File: src/rtl/food_spawn_ctrl.sv
// Apple placement sequencer: samples the random position generator, asks the body checker
// whether the cell is free, retries on a hit and commits the apple (or a fixed fallback).
module food_spawn_ctrl #(
  parameter int unsigned MAX_TRIES  = 8,
  parameter int unsigned RETRY_GAP  = 3,
  parameter int unsigned FALLBACK_X = 320,
  parameter int unsigned FALLBACK_Y = 240,
  parameter int unsigned X_MIN      = 20,
  parameter int unsigned X_MAX      = 620,
  parameter int unsigned Y_MIN      = 20,
  parameter int unsigned Y_MAX      = 460
) (
  input  logic       VGA_clk,
  input  logic       rst_n,
  input  logic [9:0] rand_Pos,
  input  logic [8:0] rand_Y,
  input  logic       start,
  input  logic       eaten,
  input  logic       clear,
  output logic [9:0] query_x,
  output logic [8:0] query_y,
  output logic       query_valid,
  input  logic       query_ready,
  input  logic       query_done,
  input  logic       query_hit,
  output logic [9:0] apple_x,
  output logic [8:0] apple_y,
  output logic       apple_valid,
  output logic       busy,
  output logic       fallback_used,
  output logic [7:0] spawn_count
);

  localparam int unsigned TriesW = $clog2(MAX_TRIES + 1);
  // RETRY_GAP is expected to be at least 1.
  localparam int unsigned GapW   = (RETRY_GAP > 1) ? $clog2(RETRY_GAP) : 1;

  localparam logic [TriesW-1:0] TriesMax = TriesW'(MAX_TRIES);
  localparam logic [GapW-1:0]   GapLast  = GapW'(RETRY_GAP - 1);
  localparam logic [9:0]        XMin     = 10'(X_MIN);
  localparam logic [9:0]        XMax     = 10'(X_MAX);
  localparam logic [8:0]        YMin     = 9'(Y_MIN);
  localparam logic [8:0]        YMax     = 9'(Y_MAX);
  localparam logic [9:0]        FbX      = 10'(FALLBACK_X);
  localparam logic [8:0]        FbY      = 9'(FALLBACK_Y);

  typedef enum logic [2:0] {
    StIdle,
    StSample,
    StQuery,
    StWait,
    StGap,
    StCommit
  } state_e;

  state_e              state_q, state_d;
  logic [9:0]          query_x_q, query_x_d;
  logic [8:0]          query_y_q, query_y_d;
  logic [TriesW-1:0]   tries_q, tries_d;
  logic [GapW-1:0]     gap_q, gap_d;
  logic                use_fb_q, use_fb_d;
  logic [9:0]          apple_x_q, apple_x_d;
  logic [8:0]          apple_y_q, apple_y_d;
  logic                apple_valid_q, apple_valid_d;
  logic                fallback_used_q, fallback_used_d;
  logic [7:0]          spawn_count_q, spawn_count_d;

  logic [9:0]          cand_x;
  logic [8:0]          cand_y;

  // Clamp the raw generator sample onto the playfield.
  always_comb begin
    cand_x = rand_Pos;
    if (rand_Pos < XMin) begin
      cand_x = XMin;
    end else if (rand_Pos > XMax) begin
      cand_x = XMax;
    end
    cand_y = rand_Y;
    if (rand_Y < YMin) begin
      cand_y = YMin;
    end else if (rand_Y > YMax) begin
      cand_y = YMax;
    end
  end

  always_comb begin
    state_d         = state_q;
    query_x_d       = query_x_q;
    query_y_d       = query_y_q;
    tries_d         = tries_q;
    gap_d           = gap_q;
    use_fb_d        = use_fb_q;
    apple_x_d       = apple_x_q;
    apple_y_d       = apple_y_q;
    apple_valid_d   = apple_valid_q;
    fallback_used_d = fallback_used_q;
    spawn_count_d   = spawn_count_q;

    if (clear) begin
      // Abort wins over any event or checker response seen this cycle.
      state_d       = StIdle;
      apple_valid_d = 1'b0;
      tries_d       = '0;
      gap_d         = '0;
      use_fb_d      = 1'b0;
    end else begin
      unique case (state_q)
        StIdle: begin
          if (start && !apple_valid_q) begin
            state_d = StSample;
          end else if (eaten && apple_valid_q) begin
            state_d       = StSample;
            apple_valid_d = 1'b0;
          end
        end
        StSample: begin
          query_x_d = cand_x;
          query_y_d = cand_y;
          tries_d   = tries_q + 1'b1;
          state_d   = StQuery;
        end
        StQuery: begin
          if (query_ready) begin
            state_d = StWait;
          end
        end
        StWait: begin
          if (query_done) begin
            if (!query_hit) begin
              use_fb_d = 1'b0;
              state_d  = StCommit;
            end else if (tries_q >= TriesMax) begin
              use_fb_d = 1'b1;
              state_d  = StCommit;
            end else begin
              gap_d   = '0;
              state_d = StGap;
            end
          end
        end
        StGap: begin
          // Idle cycles let the free-running generator move to a fresh value.
          if (gap_q == GapLast) begin
            gap_d   = '0;
            state_d = StSample;
          end else begin
            gap_d = gap_q + 1'b1;
          end
        end
        StCommit: begin
          apple_x_d       = use_fb_q ? FbX : query_x_q;
          apple_y_d       = use_fb_q ? FbY : query_y_q;
          apple_valid_d   = 1'b1;
          fallback_used_d = use_fb_q;
          spawn_count_d   = spawn_count_q + 8'd1;
          tries_d         = '0;
          state_d         = StIdle;
        end
        default: begin
          state_d = StIdle;
        end
      endcase
    end
  end

  always_ff @(posedge VGA_clk or negedge rst_n) begin
    if (!rst_n) begin
      state_q         <= StIdle;
      query_x_q       <= '0;
      query_y_q       <= '0;
      tries_q         <= '0;
      gap_q           <= '0;
      use_fb_q        <= 1'b0;
      apple_x_q       <= '0;
      apple_y_q       <= '0;
      apple_valid_q   <= 1'b0;
      fallback_used_q <= 1'b0;
      spawn_count_q   <= '0;
    end else begin
      state_q         <= state_d;
      query_x_q       <= query_x_d;
      query_y_q       <= query_y_d;
      tries_q         <= tries_d;
      gap_q           <= gap_d;
      use_fb_q        <= use_fb_d;
      apple_x_q       <= apple_x_d;
      apple_y_q       <= apple_y_d;
      apple_valid_q   <= apple_valid_d;
      fallback_used_q <= fallback_used_d;
      spawn_count_q   <= spawn_count_d;
    end
  end

  assign query_x       = query_x_q;
  assign query_y       = query_y_q;
  assign query_valid   = (state_q == StQuery);
  assign busy          = (state_q != StIdle);
  assign apple_x       = apple_x_q;
  assign apple_y       = apple_y_q;
  assign apple_valid   = apple_valid_q;
  assign fallback_used = fallback_used_q;
  assign spawn_count   = spawn_count_q;

endmodule

File: config.mk
export PLATFORM = sky130hd
export DESIGN_NAME = food_spawn_ctrl
export DESIGN_NICKNAME = d
export VERILOG_FILES = /design/src/rtl/food_spawn_ctrl.sv
export SDC_FILE = /design/constraint.sdc
export NUM_CORES = 1
export LEC_CHECK = 0
export BUFFER_PORTS_ARGS = -buffer_cell sky130_fd_sc_hd__clkbuf_2
export CAP_MARGIN = 20
export CELL_PAD_IN_SITES_DETAIL_PLACEMENT = 0
export CELL_PAD_IN_SITES_GLOBAL_PLACEMENT = 1
export CORE_MARGIN = 2
export CORE_UTILIZATION = 38
export DETAILED_ROUTE_END_ITERATION = 10
export PLACE_DENSITY_LB_ADDON = 0.1
export SKIP_LAST_GASP = 1
export SYNTH_ARGS = -nofsm -noshare
export SYNTH_HDL_FRONTEND = slang
export SYNTH_SLANG_ARGS = --single-unit
File: constraint.sdc
create_clock -name VGA_clk -period 2.2 [get_ports VGA_clk]
set_clock_uncertainty 0.2 [all_clocks]
set_input_delay 0.11 -clock VGA_clk [delete_from_list [all_inputs] [get_ports VGA_clk]]
set_output_delay 0.11 -clock VGA_clk [all_outputs]
set_load 0.02 [all_outputs]
Yosys cells after proc, flatten, opt, wreduce, memory -nomap -nowiden
Cells that the tools add are included.
- output and inout bits: 50
- input bits: 27
- bits in registers: 58
- logic and storage cells: 83
- magnitude comparators: 5
- bitwise logic cells: 1
- muxes and demuxes: 32
- $add $sub $neg: 3
- equal/unequal tests: 15
- reduce and logical (&&, ||, !) cells: 16
- operator list (operator ; number):
    two-way mux 10 bit ; 3
    two-way mux 9 bit ; 3
    two-way mux 3 bit ; 6
    inequality test 3 bit, second input constant ; 6
    case mux 3 bit (5 select lines) ; 1
    nonzero test 3 bit ; 4
    greater-than comparator 10 bit, second input constant ; 1
    < comparator 10 x 5 -> 1 bit, second input constant ; 1
    two-way mux 1 bit ; 10
    two-way mux 2 bit ; 5
    greater-than comparator 9 bit, second input constant ; 1
    < comparator 9 x 5 -> 1 bit, second input constant ; 1
    adder 8 x 1 -> 8 bit, second input constant ; 1
    case mux 4 bit (2 select lines) ; 1
    AND reduction 4 bit ; 2
    == test 3 x 2 -> 1 bit, second input constant ; 2
    == test 3 bit, second input constant ; 2
    inequality test 3 x 2 -> 1 bit, second input constant ; 2
    AND reduction 3 bit ; 2
    adder 4 x 1 -> 4 bit, second input constant ; 1
    >= comparator 4 bit, second input constant ; 1
    two-way mux 4 bit ; 1
    inequality test 4 bit, second input constant ; 1
    case mux 2 bit (2 select lines) ; 1
    10 further kinds ; 13

Longest topological paths before layout
- word-level depth: 6
- gate-level depth with buffers: 7

Worst setup path before layout
No wires, ideal clock.
- path type: flip-flop to flip-flop
- from: register state_q[2]
- to: register query_x_q[2] (netlist: query_x[2])
- data required time: 1879 ps
- clock period less this slack: 1844 ps
- path slack: 356 ps
- stages on the path, launching flop included: 7
- data arrival time: 1523 ps
- cells stage by stage: dfrtp_1 buf_6 or4b_4 buf_6 a31oi_4 nand2_2 o22a_1
- word-level cells in the longest chain between the ends: 2
- RTL lines (item ; line ; text):
    from (decl) ; 56 ; state_e state_q, state_d;
    from (signal assigned) ; 169 ; state_q <= StIdle;
    from (signal assigned) ; 181 ; state_q <= state_d;
    == test 3 x 1 -> 1 bit ; 108 ; unique case (state_q)
    AND reduction 2 bit (no line) ; - ;
    to (signal assigned) ; 182 ; query_x_q <= query_x_d;
    to (decl) ; 57 ; logic [9:0] query_x_q, query_x_d;
No other way between the ends.
A chain may end at the register's enable or synchronous reset.

Worst setup path in the final report
- from: input clear
- to: register query_x_q[2] (netlist: query_x[2])
- word-level cells in the longest chain between the ends: 2
- RTL lines (item ; line ; text):
    from (decl) ; 19 ; input logic clear,
    inverter 1 bit (no line) ; - ;
    AND reduction 2 bit (no line) ; - ;
No other way between the ends.

==> impl_metrics.tcl <==
set metrics [dict create \
    status "finished clean" \
    avgRoutedWirePerCell_um 14.16 \
    slowest_stage "or4b_4" \
    final_area_um2 3643 \
    die_w_um 87.55 \
    p_leak_nw 1.779 \
    cts.sinks 58 \
    critPathBufInv 2 \
    worstHoldPathCells 4 \
    syn_nets 305 \
    vias 2351 \
    final_nets 415 \
    hold_path_class "in -> reg" \
    crit_required_ns 2.22 \
    ys_seq_area_share_pct 54.72 \
    drt-initial-drc-count 136 \
    hpwl_mm 4.599 \
    setup-tns-final_ns 0 \
    routed_wl_mm 6.653 \
    clockBufferDepth 2 \
    layout-drive-gt1-share_pct 27.95 \
    yosysWarnings 0 \
    synth_edf_count 0 \
    drc 0 \
    power.density_nw_per_um2 907.4 \
    grt_pass1_vias 2212 \
    finalCritPeriodShare_pct 88.96 \
    path_delay_family "buffers and inverters" \
    std_cell_rows 30 \
    clkLatencyLatePin_ns 0.33 \
    grt_pass1_wl_mm 10.97 \
    worstSetupPathType "in -> reg" \
    cts.reportedPaths.clkPinSlew_ns 0.07 \
    viasPerCell 5.002 \
    synth_common_cells "dfrtp_1 (58), nand2_1 (47), nor2_1 (25), o21ai_0 (21), a21oi_1 (20)" \
    die_h_um 87.55 \
    arrival_ns 1.98 \
    async_flop_share_pct 100.0 \
    ys.flop_type "dfrtp_1" \
    numPortBuffers 76 \
    rsz0062_at_grt "false" \
    track_usage_pct 18.66 \
    tightestPinTransition_ns 0.7192 \
    wl_met2_mm 3.203 \
    wirelength_met1_mm 2.969 \
    synthToLayoutAreaGrowth_pct 37.36 \
    crit_path_max_incr_delay_ns 0.65 \
    synth_area_um2 2653 \
    synth_top_area_share_pct 54.72 \
    worst_slew_margin_rel_pct 52.06 \
    cp-start-kind "input port" \
    fin_crit_ns 1.957 \
    synth.ff_latch_count 58 \
    p_seq_share_pct 42.3 \
    post-place-ws_ns 0.3421 \
    post-cts-setup-buffer-count 0 \
    maxCapViolCount 0 \
    grt_max_degree 59 \
    antenna_found_initial 0 \
    clkPwrFrac_pct 32.9 \
    synthCells 275 \
    n_antenna_cell 0 \
    htree_levels 3 \
    cp_max_fo 19 \
    p_sw_w 0.001080 \
    grt_overflow 0 \
    hold_viol 0 \
    initial_utilization_pct 39.26 \
    synth_area_leader_cell "dfrtp_1" \
    gp_congestion 0.8055 \
    finalWorstSetupSlack_ns 0.2430 \
    die_area_um2 7665 \
    placed_area_um2 3144 \
    fmax_mhz 511.0 \
    highest_layer "met4" \
    syn_avg_cell_area_um2 9.646 \
    cp_num_cells 6 \
    power_frac_comb_pct 24.8 \
    io_pins 77 \
    antenna_left 0 \
    intPower_w 0.002226 \
    cts_buffers 9 \
    yosysUniqueCellTypes 44 \
    firstDrtPassIters 4 \
    setup_violations 0 \
    p_total_w 0.003306 \
    cts_tree "built" \
    slew_viol_final 0 \
    yosys-top-cells-area "dfrtp_1 (55%), nand2_1 (6.7%), o21ai_0 (4.0%)" \
    coreArea_um2 6756 \
    reg2reg_depth 4 \
    path_cells "dlygate4sd3_1, clkbuf_2, or4b_4, a31oi_4, nand2_2, o22a_1" \
    peakVddDrop_v 0.0004723 \
    yosysMostFrequentCell "dfrtp_1" \
    wl_met3_um 368 \
    p_sw_share_pct 32.66 \
    cts_root_buf "clkbuf_8" \
    worst_setup_path_end_kind "register" \
]
[state kept, by name, indices dropped and copies added (netlist names)]
signal and count:
query_y 9, fallback_used 1, apple_x 10, use_fb_q 1
apple_y 9, query_x 10, state_q 3, apple_valid 1
tries_q 4, gap_q 2, spawn_count 8
[power groups by stage]
stage	logic (W)	registers [W]	clock network, W
CTS	0.000826	0.00140	0.00112
detailed placement	0.000785	0.00142	0
global placement	0.000778	0.00142	0
finish	0.000819	0.00140	0.00109
floorplan	0.000277	0.00159	0
global route	0.000909	0.00143	0.00117
[final timing paths]
kind                           startpoint              to  slack (ns)
max                                 clear      query_x[2]        0.24
min                                 start      state_q[0]        0.17
max reg2reg                    state_q[1]      query_x[2]        0.35
max in group asynchronous           rst_n      tries_q[1]        1.06
min reg2reg                spawn_count[7]  spawn_count[7]        0.27
min in group asynchronous           rst_n      apple_x[3]        0.26
[per-layer routing]
metal / track usage, % / up-vias
li1: - / 1173
met4: 5.734 / 0
met2: 29.41 / 72
met5: 0 / -
met3: 6.315 / 12
met1: 24.50 / 1094
[cell usage in the layout (no fill, tap or decap), types with 7 or more instances in the layout]
cell type / synthesis / routed
buf_4: 0 / 10
dfrtp_1: 58 / 58
nor2_1: 25 / 25
clkbuf_2: 0 / 76
a21oi_1: 20 / 20
nand2b_1: 15 / 15
dlygate4sd3_1: 0 / 28
inv_1: 7 / 7
nand2_1: 47 / 47
o21ai_0: 21 / 21
clkbuf_8: 0 / 10
[kinds of logic (layout without fill, tap and decap cells)]
kind of cell,count (synthesis),after routing,synth area share (%)
mux,1,1,0.4245
fa+ha+maj,3,3,1.415
compound gates,66,66,15.38
buf+inv,22,137,3.963
flops,58,58,54.72
simple gates,118,118,21.79
xor+xnor,7,7,2.311
[what timing repair did]
action | in CTS | in global routing
hold endpoints to repair | 85 | 0
hold buffers | 28 | 0
gates resized for setup | 0 | 0
[final cells by class]
class / instances / area [um2]
Fill cell: 650 / 3113
Sequential cell: 58 / 1451
Multi-Input combinational cell: 195 / 1111
Timing Repair Buffer: 114 / 735.7
Clock buffer: 11 / 141.4
Tap cell: 80 / 100.1
Clock inverter: 5 / 77.57
Inverter: 7 / 26.28
[worst min-delay path, stage by stage]
cell      delay (ns)
clkbuf_2        0.08
mux2_2          0.13
o21ai_0         0.08
o41ai_1         0.27
[through the flow]
stage               hold WS, ns  cells  util (%)
finish                   0.1748    470     53.93
global route             0.2052    470     53.93
CTS                      0.1747    470     53.93
detailed placement       0.1072    426     46.54
global placement         0.1125    426     46.54
floorplan               -0.3856    275         -
Power figures use the tool's default switching activity.
